`config.mk`:
```
export PLATFORM = sky130hd
export DESIGN_NAME = regfile_read_pipe
export DESIGN_NICKNAME = d
export VERILOG_FILES = /design/src/rtl/regfile_read_pipe.sv
export SDC_FILE = /design/constraint.sdc
export NUM_CORES = 2
export LEC_CHECK = 0
export BUFFER_PORTS_ARGS = -buffer_cell sky130_fd_sc_hd__buf_2
export CORE_MARGIN = 2
export CORE_UTILIZATION = 25
export DETAILED_ROUTE_END_ITERATION = 10
export GPL_TIMING_DRIVEN = 0
export HOLD_SLACK_MARGIN = 0.03
export PLACE_DENSITY_LB_ADDON = 0.2
export SLEW_MARGIN = 20
export SYNTH_ARGS = -nofsm -noshare
export SYNTH_HDL_FRONTEND = slang
export SYNTH_SLANG_ARGS = --single-unit
```
`constraint.sdc`:
```
create_clock -name clk -period 71.8 [get_ports clk]
set_input_delay 10.77 -clock clk [delete_from_list [all_inputs] [get_ports clk]]
set_output_delay 10.77 -clock clk [all_outputs]
set_load 0.005 [all_outputs]
```
`src/rtl/regfile_read_pipe.sv`:
```
// regfile_read_pipe: flop register file, one write port, two registered read ports with stall hold.
// Define REGFILE_BYPASS_EN to forward same-edge write data to a matching read port.
module regfile_read_pipe #(
   parameter int WIDTH  = 32,
   parameter int DEPTH  = 32,
   parameter int ADDR_W = 5
) (
   input  logic              clk,
   input  logic              clr,
   input  logic              we,
   input  logic [ADDR_W-1:0] waddr,
   input  logic [WIDTH-1:0]  wdata,
   input  logic              ren,
   input  logic [ADDR_W-1:0] raddr_a,
   input  logic [ADDR_W-1:0] raddr_b,
   output logic [WIDTH-1:0]  rdata_a,
   output logic [WIDTH-1:0]  rdata_b,
   output logic              rvalid
);
   logic [WIDTH-1:0] mem [DEPTH];
   logic [WIDTH-1:0] rv_a, rv_b, nxt_a, nxt_b;
   // entry 0 is never enabled, so it stays at its cleared value of zero
   always_ff @(posedge clk or posedge clr)
      if (clr)
         for (int k = 0; k < DEPTH; k++) mem[k] <= '0;
      else
         for (int k = 1; k < DEPTH; k++)
            if (we && waddr == ADDR_W'(k)) mem[k] <= wdata;
   // addresses at or beyond DEPTH match no entry and read as zero
   always_comb begin
      rv_a = '0;
      rv_b = '0;
      for (int k = 1; k < DEPTH; k++) begin
         if (raddr_a == ADDR_W'(k)) rv_a = mem[k];
         if (raddr_b == ADDR_W'(k)) rv_b = mem[k];
      end
   end
`ifdef REGFILE_BYPASS_EN
   logic wr_ok;
   assign wr_ok = we && waddr != '0 && 32'(waddr) < DEPTH;
   assign nxt_a = (wr_ok && raddr_a == waddr) ? wdata : rv_a;
   assign nxt_b = (wr_ok && raddr_b == waddr) ? wdata : rv_b;
`else
   assign nxt_a = rv_a;
   assign nxt_b = rv_b;
`endif
   always_ff @(posedge clk or posedge clr)
      if (clr) begin
         rdata_a <= '0;
         rdata_b <= '0;
         rvalid  <= 1'b0;
      end else begin
         rvalid <= ren;
         if (ren) begin
            rdata_a <= nxt_a;
            rdata_b <= nxt_b;
         end
      end
endmodule

```
# [Word level (Yosys, flattened, before mapping)]
# Cells that the tools add are included.
[word_totals] regBits=1057 input_bits=51 out_inout_bits=65 elab_cells=220
[classes] eq_ne=93 n_mux=62 n_reduce_logical=31
[ops] cell="$mux 32" n=62
[ops] cell="$eq 5x5->1 const B" n=48
[ops] cell="$eq 5x4->1 const B" n=24
[ops] cell="$eq 5x3->1 const B" n=12
[ops] cell="$logic_and 1x1->1" n=31
[ops] cell="$eq 5x2->1 const B" n=6
[ops] cell="$eq 5x1->1 const B" n=3

# [Depth between registers and ports, before layout]
[logic_depth] word_depth=32 ltp_mapped=12 ltp_nobuf=7

# [Least setup slack after synthesis]
# No wires, ideal clock.
[synth_timing] path_kind="input-to-reg" startpoint="input raddr_a[4]" endpoint="register rdata_a[14]" setup_ns=0.124 arrival_ns=12.460 t_required_ns=71.676 setup_slack_ns=59.216 stages=10 n_path_buf=5 cell_sequence="buf_2 buf_6 buf_6 buf_2 buf_2 o21ai_0 o211ai_1 a2111oi_0 a21oi_1 a211o_1"
[synth_between] elab_chain_len=32 elab_cells_between_ends=62 classes_between="eq/ne (31); mux (31)"
[synth_lines] element="start, declared" line_no="14" source="input logic [ADDR_W-1:0] raddr_a,"
[synth_lines] element="$eq 5x1->1" line_no="34" source="if (raddr_a == ADDR_W'(k)) rv_a = mem[k];"
[synth_lines] element="$mux 32 (30 in series)" line_no="34"
[synth_lines] element="$mux 32 (*)" line_no="34"
[synth_lines] element="end signal, assigned" line_no="55" source="rdata_a <= nxt_a;"
[synth_lines] element="end, declared" line_no="16" source="output logic [WIDTH-1:0] rdata_a,"
# Every way passes the cells marked *; elsewhere a longest branch is shown, timed or not.
# A chain may end at the register's enable or synchronous reset.

# [Final worst setup path]
[layout_timing] startpoint="input raddr_a[0]" endpoint="register rdata_a[2]"
# The elaborated chain is that of the path after synthesis.

==> results.cfg <==
[status]
status = finished, final reports clean

[synth]
syn_nets = 5661
synthArstFlopShare_pct = 100
syn_area_um2 = 58700
ys_top_cells_by_area = dfrtp_1 (45%), mux2_2 (20%), o21ai_0 (4.3%)
synth_edf_count = 0
yosys.area.top_type = dfrtp_1
syn_avg_cell_area_um2 = 10.5
ys_seq_area_share_pct = 45.0
synth-seq-cells = 1057
ys.warnings.count = 0
syn-instance-count = 5610
ys_types = 99
post-synth-top-area-fraction_pct = 45.0
synthFlopType = dfrtp_1

[cts]
cts_tree = yes
worst_skew_pair.late_latency_ns = 0.87
cts_resized = 0
clk_pin_slew_worst_paths_ns = 0.06
cts.path.max_buffers = 3
numClockSinks = 1057
htreeDepth = 4
cts_made_buffers = 140
cts_hold_buf = 0
clock-root-buffer = clkbuf_16
post_cts_buffers = 0

[grt]
antenna_found_initial = 139
overflow = 0
grt_first_pass_wirelength_um = 639000
grt_pass1_vias = 55160
grt_max_degree = 97
track_usage_pct = 41.8

[timing]
worstMarginPinSlew_ns = 1.43
finalCritPeriodShare_pct = 21.4
post-route-worst-setup-slack_ns = 56.41
hold_viol_final = 0
relSlewSlack_pct = 3.94
finalSetupViolCount = 0
report.final.slew_viol_count = 0
grt_setup_unrepaired = no
period_needed_ns = 15.39
max_freq_mhz = 65.0
skew_ns = 0.0358
hold_slack_ns = 0.507
fin_setup_tns_ns = 0

[route]
wirelength_um = 512000
drt_iter0_markers = 10149
vias = 61047
viasPerCell = 6.58
ant_nets = 0
dr.pass1.iters = 7
drc = 0
wl_per_cell_um = 55.3

[power_and_ir_drop]
power_switching_uw = 730
seqPwrFrac_pct = 42.2
internal_power_mw = 1.29
peakVddDrop_v = 0.0000155
power_density_nw_per_um2 = 28.9
p_comb_share_pct = 20.6
pwr-share-clk_pct = 37.2
totalPowerFinal_mw = 2.02
p_leak_nw = 29.4
p_sw_share_pct = 36.2

[floorplan]
core_um2 = 233000
start_util_pct = 25.2
die-area_um2 = 239000
die_w_um = 489
die-height_um = 489
design.portCount = 116
rows = 177

[placement]
io_buffers = 114
hpwl_um = 394000
pre_cts_slack_ns = 56.16
place_congestion = 1.04
dp.cells = 8916

[worst_setup_path]
crit_type = input pin to flip-flop
cp.arrival_ns = 16.16
worst_setup_path_start_kind = input pin
end_kind = flip-flop
crit_path_max_fanout = 10
cp.required_ns = 72.57

[final_layout]
final-seq-area_um2 = 26500
multi_input_area_um2 = 29800
final_common_cell = dfrtp_1
instances_no_fill = 9271
final_nets = 5978
layout_common_cells = dfrtp_1 (1057), mux2_2 (1020), o21ai_0 (498), a21oi_1 (362), nand2_1 (311)
drive_gt1_share_pct = 31.4
nFillCells = 24429
area_growth_pct = 19.0

[job]
maxCapViolCount = 0

[worst_hold_path]
hold_class = flip-flop to flip-flop
[through the flow]
stage               area [µm²]  utilization (%)
floorplan                58700                -
global placement         63200             27.1
detailed placement       64800             27.8
CTS                      69600             29.8
global route             69700             29.9
finish                   69900             30.0
[power by group through the flow]
| stage | clock network (mW) | logic, mW | registers [mW] |
|---|---|---|---|
| floorplan | 0 | 0.216 | 0.784 |
| CTS | 0.751 | 0.392 | 0.843 |
| global route | 0.775 | 0.418 | 0.855 |
| detailed placement | 0 | 0.391 | 0.853 |
| finish | 0.750 | 0.417 | 0.851 |
| global placement | 0 | 0.378 | 0.852 |
[critical path, cell delays in order]
cell	delay [ns]
buf_2	0.22
buf_2	0.42
buf_4	0.47
buf_2	0.87
buf_2	0.82
mux2i_1	0.16
o21ai_0	0.47
o221ai_1	0.41
a21oi_1	0.77
o21ai_0	0.45
a31oi_1	0.26
[cell usage after synthesis, types with 29 or more instances]
library cell  number
clkbuf_1         272
mux2_2          1020
o21ai_0          503
or3_1             37
a22oi_1          109
nand2_1          311
a31oi_1           47
dfrtp_1         1057
a21oi_1          363
a221oi_1          55
a211oi_1          40
nand2b_1          42
o221ai_1          61
o22ai_1          148
and3_1            34
nor2_1           317
nor3_1            77
a22o_1            29
buf_1             60
nand3_1           84
buf_4             48
o211ai_1          48
buf_2            153
mux2i_1          151
nor2b_1           41
[registers in the layout, summed over array words and instances (netlist names)]
register / count
mem: 992
rdata_a: 32
rdata_b: 32
rvalid: 1
[per-layer routing]
| layer | vias up | part of all wire, % | GRT usage [%] |
|---|---|---|---|
| met5 | - | 0.051 | 0 |
| met4 | 36 | 8.4 | 30.5 |
| met3 | 1682 | 12 | 16.0 |
| met2 | 5563 | 40 | 57.6 |
| met1 | 31941 | 40 | 52.8 |
| li1 | 21825 | - | - |
[worst paths after layout]
check                                             start                      end  slack, ns  cells past startpoint
worst max-delay path                         raddr_a[0]   rdata_a[2]$_DFFE_PP0P_      56.41                     11
worst min-delay path            rdata_a[26]$_DFFE_PP0P_  rdata_a[26]$_DFFE_PP0P_       0.51                      2
worst max register to register     mem[558]$_DFFE_PP0P_  rdata_a[14]$_DFFE_PP0P_      68.23                      6
worst min register to register  rdata_a[26]$_DFFE_PP0P_  rdata_a[26]$_DFFE_PP0P_       0.51                      2
max in group asynchronous                           clr   rdata_a[8]$_DFFE_PP0P_      59.46                      7
min in group asynchronous                           clr     mem[635]$_DFFE_PP0P_       9.87                      2
[layout make-up]
class                   instances  area share (%)
diodes                        107           0.383
plain buffers                 554            3.98
clock buffers                 202            5.86
clock inverters                45           0.893
inverters                      28           0.161
multi-input cells            3971            42.6
flip-flops and latches       1057            37.9
well taps                    3132            5.61
repair buffers                175            2.61
[logic make-up after synthesis]
family	share of synthesized area [%]
AOI/OAI and AO/OA	18.4
buffers and inverters	4.64
DFF	45.0
muxes	22.9
and+or+nand+nor	9.06
Note: power is estimated with default switching activity, not from simulation.
